--- src/rtl/sub_seq64_if.sv ---
// Handshake and operand/result bundle for the multi-cycle subtractor.
// The master side supplies operands and accepts results. The slave side is the subtractor.
interface sub_seq64_if #(
    parameter int WIDTH = 64
);
    logic             in_valid;
    logic             in_ready;
    logic [WIDTH-1:0] a;
    logic [WIDTH-1:0] b;
    logic             out_valid;
    logic             out_ready;
    logic [WIDTH-1:0] diff;
    logic             bout;
    logic             zero;

    modport master (
        output in_valid, a, b, out_ready,
        input  in_ready, out_valid, diff, bout, zero
    );

    modport slave (
        input  in_valid, a, b, out_ready,
        output in_ready, out_valid, diff, bout, zero
    );
endinterface

--- src/rtl/sub_seq64.sv ---
// Multi-cycle unsigned subtractor: diff = a + ~b + 1.
// It processes CHUNK bits per clock, starting with the least-significant chunk.
// The carry (inverted borrow) passes between chunks through a register.
// After the last chunk, the result, borrow-out and zero flag are held until the consumer takes them.
module sub_seq64 #(
    parameter int WIDTH = 64,
    parameter int CHUNK = 16
) (
    input  logic      clk,
    input  logic      rst,
    sub_seq64_if.slave bus
);
    localparam int NCHUNK = WIDTH / CHUNK;
    localparam int CW     = (NCHUNK > 1) ? $clog2(NCHUNK) : 1;
    localparam int IW     = (WIDTH > 1) ? $clog2(WIDTH) : 1;

    typedef enum logic [1:0] {
        IDLE,
        RUN,
        DONE
    } state_t;

    state_t           state;
    state_t           state_nxt;

    logic [WIDTH-1:0] opa;
    logic [WIDTH-1:0] opb_n;
    logic [WIDTH-1:0] diff_r;
    logic [WIDTH-1:0] diff_nxt;
    logic             carry;
    logic             bout_r;
    logic             zero_r;
    logic [CW-1:0]    cnt;
    logic [IW-1:0]    base;
    logic [CHUNK:0]   sum;
    logic             last;

    // One chunk of a + ~b + cin. The result is CHUNK+1 bits wide, and the MSB is the carry into the next chunk.
    function automatic logic [CHUNK:0] chunk_add(input logic [CHUNK-1:0] x,
                                                 input logic [CHUNK-1:0] y,
                                                 input logic             cin);
        return {1'b0, x} + {1'b0, y} + {{CHUNK{1'b0}}, cin};
    endfunction

    assign base = IW'(cnt) * IW'(CHUNK);
    assign last = (cnt == CW'(NCHUNK - 1));
    assign sum  = chunk_add(opa[base +: CHUNK], opb_n[base +: CHUNK], carry);

    // Merge the current chunk into the running result so the zero flag can see the final value.
    always_comb begin
        diff_nxt                  = diff_r;
        diff_nxt[base +: CHUNK]   = sum[CHUNK-1:0];
    end

    // State register
    always_ff @(posedge clk) begin
        if (rst) begin
            state <= IDLE;
        end else begin
            state <= state_nxt;
        end
    end

    // Next-state: accept in IDLE, walk the chunks in RUN, hold in DONE until the consumer takes the result
    always_comb begin
        state_nxt = state;
        case (state)
            IDLE:    if (bus.in_valid)  state_nxt = RUN;
            RUN:     if (last)          state_nxt = DONE;
            DONE:    if (bus.out_ready) state_nxt = IDLE;
            default:                    state_nxt = IDLE;
        endcase
    end

    // Datapath: latch the operands, then add one chunk per RUN cycle and register the flags on the last chunk.
    // The operand registers do not need a reset. They are always loaded before use.
    always_ff @(posedge clk) begin
        if (rst) begin
            cnt    <= '0;
            carry  <= 1'b1;
            diff_r <= '0;
            bout_r <= 1'b0;
            zero_r <= 1'b0;
        end else begin
            case (state)
                IDLE: begin
                    if (bus.in_valid) begin
                        opa   <= bus.a;
                        opb_n <= ~bus.b;
                        carry <= 1'b1;
                        cnt   <= '0;
                    end
                end
                RUN: begin
                    diff_r <= diff_nxt;
                    carry  <= sum[CHUNK];
                    cnt    <= cnt + CW'(1);
                    if (last) begin
                        bout_r <= ~sum[CHUNK];
                        zero_r <= (diff_nxt == '0);
                    end
                end
                default: begin
                end
            endcase
        end
    end

    assign bus.in_ready  = (state == IDLE);
    assign bus.out_valid = (state == DONE);
    assign bus.diff      = diff_r;
    assign bus.bout      = bout_r;
    assign bus.zero      = zero_r;

endmodule

--- src/flat_wrapper.sv ---
// flat-port wrapper written by rule: the top's interface ports become plain ports
module sub_seq64_flat 
#(
    parameter int WIDTH = 64,
    parameter int CHUNK = 16
)
  (clk, rst, bus_in_valid, bus_a, bus_b, bus_out_ready, bus_in_ready, bus_out_valid, bus_diff, bus_bout, bus_zero);
  sub_seq64_if #(.WIDTH(WIDTH)) bus_i ();
  input  logic clk;
  input  logic rst;
  input wire logic [$bits(bus_i.in_valid)-1:0] bus_in_valid;
  input wire logic [$bits(bus_i.a)-1:0] bus_a;
  input wire logic [$bits(bus_i.b)-1:0] bus_b;
  input wire logic [$bits(bus_i.out_ready)-1:0] bus_out_ready;
  output wire logic [$bits(bus_i.in_ready)-1:0] bus_in_ready;
  output wire logic [$bits(bus_i.out_valid)-1:0] bus_out_valid;
  output wire logic [$bits(bus_i.diff)-1:0] bus_diff;
  output wire logic [$bits(bus_i.bout)-1:0] bus_bout;
  output wire logic [$bits(bus_i.zero)-1:0] bus_zero;
  assign bus_i.in_valid = bus_in_valid;
  assign bus_i.a = bus_a;
  assign bus_i.b = bus_b;
  assign bus_i.out_ready = bus_out_ready;
  assign bus_in_ready = bus_i.in_ready;
  assign bus_out_valid = bus_i.out_valid;
  assign bus_diff = bus_i.diff;
  assign bus_bout = bus_i.bout;
  assign bus_zero = bus_i.zero;
  sub_seq64 #(.WIDTH(WIDTH), .CHUNK(CHUNK)) u_core (.clk(clk), .rst(rst), .bus(bus_i));
endmodule
--- config.mk ---
export PLATFORM = sky130hd
export DESIGN_NAME = sub_seq64_flat
export DESIGN_NICKNAME = d
export VERILOG_FILES = /design/src/rtl/sub_seq64_if.sv /design/src/rtl/sub_seq64.sv /design/src/flat_wrapper.sv
export SDC_FILE = /design/constraint.sdc
export NUM_CORES = 1
export LEC_CHECK = 0
export BUFFER_PORTS_ARGS = -buffer_cell sky130_fd_sc_hd__buf_2
export CAP_MARGIN = 20
export CORE_MARGIN = 2
export CORE_UTILIZATION = 55
export CTS_BUF_LIST = sky130_fd_sc_hd__clkbuf_16
export DETAILED_ROUTE_END_ITERATION = 7
export PLACE_DENSITY_LB_ADDON = 0.08
export SYNTH_ARGS = -nofsm -noshare
export SYNTH_HDL_FRONTEND = slang
export SYNTH_SLANG_ARGS = --single-unit
--- constraint.sdc ---
create_clock -name clk -period 15.25 [get_ports clk]
set_input_delay 0.7625 -clock clk [delete_from_list [all_inputs] [get_ports clk]]
set_output_delay 0.7625 -clock clk [all_outputs]
set_load 0.01 [all_outputs]
# Word level (Yosys, flattened, before mapping)

Cells that the tools add are included.

Add/subtract/negate cells: 4
Multipliers: 0
Div/mod/pow operators: 0
$lt $le $gt $ge: 0
Equal/unequal tests: 6
Shift-type cells: 4
Multiplexer cells: 9
Bitwise gates (word level): 3
Reductions and logical operators: 7

Operators with widths:

| cell                    | count |
|---|---|
| $shiftx 64x7->16        | 2 |
| $bwmux 64               | 1 |
| $logic_not 64->1        | 1 |
| $not 64->64             | 1 |
| $shift 16x8->64 const A | 1 |
| $shiftx 16x8->64        | 1 |
| $add 16x16->17          | 1 |
| $add 17x1->17           | 1 |
| $mux 2                  | 4 |
| $neg 6->8               | 1 |
| $pmux 2 s3              | 1 |
| $reduce_and 3->1        | 2 |
| $eq 2x2->1 const B      | 2 |
| $ne 2x2->1 const B      | 2 |
| $pmux 2 s2              | 1 |
| $reduce_and 2->1        | 2 |
| $add 2x1->2 const B     | 1 |
| $eq 2x1->1 const B      | 1 |
| $logic_not 2->1         | 1 |
| $ne 2x1->1 const B      | 1 |
| $not 1->1               | 2 |
| $pmux 1 s2              | 1 |
| $reduce_bool 2->1       | 1 |
| $mux 1                  | 1 |

Bits in registers: 199
Bits in latches: 0
RAM bits: 0
ROM bits: 0
Input port bits: 132
Output and inout port bits: 68
Logic and storage cells: 41
Memories: 0

# Longest topological paths before layout

Word-level depth: 6
Mapped depth: 13
Mapped depth without buffers: 11

# Worst setup path before layout

OpenSTA, ideal clock, no wires.

Path type: input port to flip-flop
Start: input rst
End: register u_core.opa[0] (enable)
Library setup time: 772 ps
Arrival time: 9916 ps
Data required time: 14478 ps
Slack: 4562 ps
Cell stages on the path: 3
Path buffers: 2
Cell sequence: clkbuf_1 > buf_1 > nor3_1

Word-level cells in the longest chain between the ends: 2

RTL lines:

| item                       | RTL line           | RTL |
|---|---|---|
| start: declaration         | flat_wrapper.sv:10 | `input logic rst;` |
| $not 1->1 (no line)        | --                 |  |
| $reduce_and 3->1 (no line) | --                 |  |
| end signal: assignment     | sub_seq64.sv:88    | `opa <= bus.a;` |
| end: declaration           | sub_seq64.sv:26    | `logic [WIDTH-1:0] opa;` |

Every way passes these cells.
A chain may end at the register's enable or synchronous reset.

# Worst setup path in the final report

Start: register u_core.cnt[0]
End: register u_core.zero_r (netlist: u_core.bus.zero)

Word-level cells in the longest chain between the ends: 6
Elaborated cells between the ends (all ways): 11
Those cells by class: add/sub (3); eq/ne (1); shift (4); mux (1); reduce/logical (2)

RTL lines:

| item                     | RTL line         | RTL |
|---|---|---|
| start: declaration       | sub_seq64.sv:33  | `logic [CW-1:0] cnt;` |
| start signal: assignment | sub_seq64.sv:97  | `cnt <= cnt + CW'(1);` |
| $shiftx 64x7->16         | sub_seq64.sv:47  | `assign sum = chunk_add(opa[base +: CHUNK], opb_n[base +: CHUNK], carry);` |
| $add 16x16->17           | sub_seq64.sv:42  | `return {1'b0, x} + {1'b0, y} + {{CHUNK{1'b0}}, cin};` |
| $add 17x1->17            | sub_seq64.sv:42  |  |
| $shiftx 16x8->64         | sub_seq64.sv:52  | `diff_nxt[base +: CHUNK] = sum[CHUNK-1:0];` |
| $bwmux 64                | sub_seq64.sv:52  |  |
| $logic_not 64->1         | sub_seq64.sv:100 | `zero_r <= (diff_nxt == '0);` |
| end signal: assignment   | sub_seq64.sv:100 |  |
| end: declaration         | sub_seq64.sv:32  | `logic zero_r;` |

Several ways; a longest one is shown, not always the timed one.

==> out/summary.txt <==
Required time worst endpoint -> 15570 ps
Area Overhead vs Synth -> 20.4%
TritonRoute pass-1 iters -> 5
Critical Path End Type -> register
Vias in the first global route -> 6305
Synth Net Count -> 848
Arrival @ worst endpoint -> 4760 ps
Crit path max fanout -> 22
Max_slew headroom -> 0.331
Initial drt markers -> 569
Slew @ Worst Pin -> 1000 ps
Sequential fraction of the synthesis area -> 0.605
DIE AREA -> 16900 sq um
Total CTS buffers -> 17
Final ANT Viol Nets -> 0
CTS tree -> built
CTS HTree Levels -> 4
RSZ-0062 raised after global routing -> no
FF+latch area -> 5270 sq um
Final Total Pwr -> 1.28 mW
Initial Utilization -> 0.569
Synth area leaders -> edfxtp_1, dfxtp_1, mux4_2
Die Span X -> 130 um
CTS Hold Buffers Added -> 0
Worst hold path class -> reg -> reg
Cell Chain, Critical Path -> buf_4 > mux4_2 > fa_1 > inv_1 > fa_1 > nand2b_1 > a21oi_1 > o211ai_1 > nor3b_1 > nor2_1 > a31oi_1 > o31ai_1
Fmax -> 0.225 GHz
Largest net degree at the start of global routing -> 84
Filler cell count -> 1167
Diode count -> 0
Crit path time final -> 4440 ps
Via density -> 5.67
Launch point of the worst reg-to-reg path -> u_core.cnt[0]
Share of cells above drive strength 1 -> 0.310
Pwr Density -> 122 nW/um^2
CP most frequent cell -> fa_1
Chip height -> 130 um
Most frequent cells in the layout -> buf_2, edfxtp_1, nor2_1, inv_1, dfxtp_1
Placer Congestion -> 0.928
Final setup viols -> 0
Delay-heaviest family, CP -> simple AND/OR/NAND/NOR gates
Final HPWL DP -> 14500 um
Yosys top cell by area -> edfxtp_1
Io pins -> 200
Via count -> 6277
Cell leakage power -> 4.31 nW
Initial antenna violation count -> 0
# Post-CTS Setup Buffers -> 0
Slowest-stage cell, CP -> nor3b_1
Mapped cell area -> 8710 sq um
Critical path startpoint -> u_core.cnt[0]
Worst Skew -> 8.52 ps
DRC -> 0
EDFF count, synth -> 128
Skew-Pair Late Insertion Delay -> 430 ps
Worst setup path category -> reg -> reg
PortBufs -> 199
Distinct cell type count after synthesis -> 62
CP startpoint kind -> register
Mapped Avg Cell Area -> 12.6 sq um
Synth Warn # -> 0
Max-cap violations -> 0
Mapped Cells -> 693
Clk Tree Root Cell -> clkbuf_16
WL final -> 20500 um
Reg clk slew, reported paths -> 70 ps
Final period util -> 0.291
Most common cell after layout, fill and taps aside -> buf_2
Core ar. -> 15300 sq um
Synth top area share -> 0.441
GRT Resource Usage Total -> 0.251
Final hold viol count -> 0
IR drop worst, VDD -> 88.5 uV
Seq cells post-synth -> 199
Global-route wire length before repair -> 32100 um
Setup TNS -> 0 ps
Wire per inst -> 18.5 um
Grt ovf -> 0
Hold_ws -> 486 ps
Async SR Flop Fraction -> 0
Core Rows -> 45
Sink Count -> 199
Ys flop type -> edfxtp_1
Fin. max-slew vios -> 0
Worst hold start -> u_core.bus.diff[33]
WP buf/inv -> 2
Crit path largest cell delay -> 800 ps
Clock Tree Buf Depth -> 2
Footprint of the multi-input gates -> 3020 sq um
Resized Gates After CTS -> 0
Status -> complete, no violations
Layout Nets -> 1038
-- worst min-delay path, cell delays in order (launching register included) --
cell and delay [ps]:
dfxtp_1 320, nand2_1 60, a21oi_1 60
-- layer usage --
layer  vias up  global-route usage  share of wire
met5         -                   0              0
met4         0              0.0999          0.024
met3        40              0.0607          0.075
met2       301               0.408           0.48
met1      2986               0.328           0.42
li1       2950                   -              -
-- final timing paths --
kind	to	slack (ps)	cells after the start
max	u_core.bus.zero	10810	12
min	u_core.bus.diff[33]	490	2
max reg2reg	u_core.bus.zero	10810	12
min reg2reg	u_core.bus.diff[33]	490	2
-- layout make-up --
type                    count  share of cell area
clock buffers              17              0.0406
clock inverters            15              0.0178
repair buffers            204              0.0986
inverters                  75              0.0269
multi-input cells         386               0.288
flip-flops and latches    199               0.503
well taps                 211              0.0252
-- synthesized netlist by cell type (all sizes together), types with 2 or more instances --
cell type and count:
nand3b 2, nor4b 2, nor2 92, a211oi 5
dfxtp 71, xor2 6, and2 4, nand3 3
o22ai 3, o311ai 2, o21ai 8, nor3 13
nor3b 4, o21a 2, o211ai 5, nand2b 6
edfxtp 128, and4 2, and3 4, a2111oi 2
a22oi 63, nand2 19, xnor2 7, mux2i 3
nor2b 2, and2b 2, o21bai 2, a41oi 3
a21o 7, mux4 32, a31oi 4, buf 14
or3 4, nor4 15, a21oi 18, clkbuf 19
inv 75, o31ai 2, or2 2, ha 21
fa 2, o2111ai 3
-- report_power, final --
| part | leakage, nW | switching [mW] | internal (mW) |
|---|---|---|---|
| Combinational | 2.24 | 0.127 | 0.0739 |
| Clock | 0.299 | 0.207 | 0.262 |
| Sequential | 1.76 | 0.00991 | 0.595 |
| Total | 4.31 | 0.344 | 0.931 |
-- state kept, by name, indices dropped and copies added, names as in the netlist --
signal / cells
u_core.state: 2
u_core.opb_n: 64
u_core.opa: 64
u_core.bus.zero: 1
u_core.carry: 1
u_core.bus.diff: 64
u_core.cnt: 2
u_core.bus.bout: 1
-- per-stage QoR --
stage	worst slack (ps)	utilization	cells	area, sq um
after floorplan	4560	-	693	8710
after CTS	10720	0.684	1107	10500
after global routing	10410	0.684	1107	10500
after detailed placement	10770	0.644	1075	9870
after global placement	10840	0.644	1075	9870
final	10810	0.684	1107	10500
-- kinds of logic (layout without fill, tap and decap cells) --
| logic type | Yosys count | count (layout) | synth area share |
|---|---|---|---|
| buffers and inverters | 108 | 311 | 0.0489 |
| DFF | 199 | 199 | 0.605 |
| muxes | 35 | 35 | 0.0862 |
| AOI/OAI and AO/OA | 135 | 135 | 0.112 |
| and+or+nand+nor | 180 | 180 | 0.100 |
| adders and majority gates | 23 | 23 | 0.0348 |
| xor gates and xnor gates | 13 | 13 | 0.0131 |
Power figures use the tool's default switching activity.
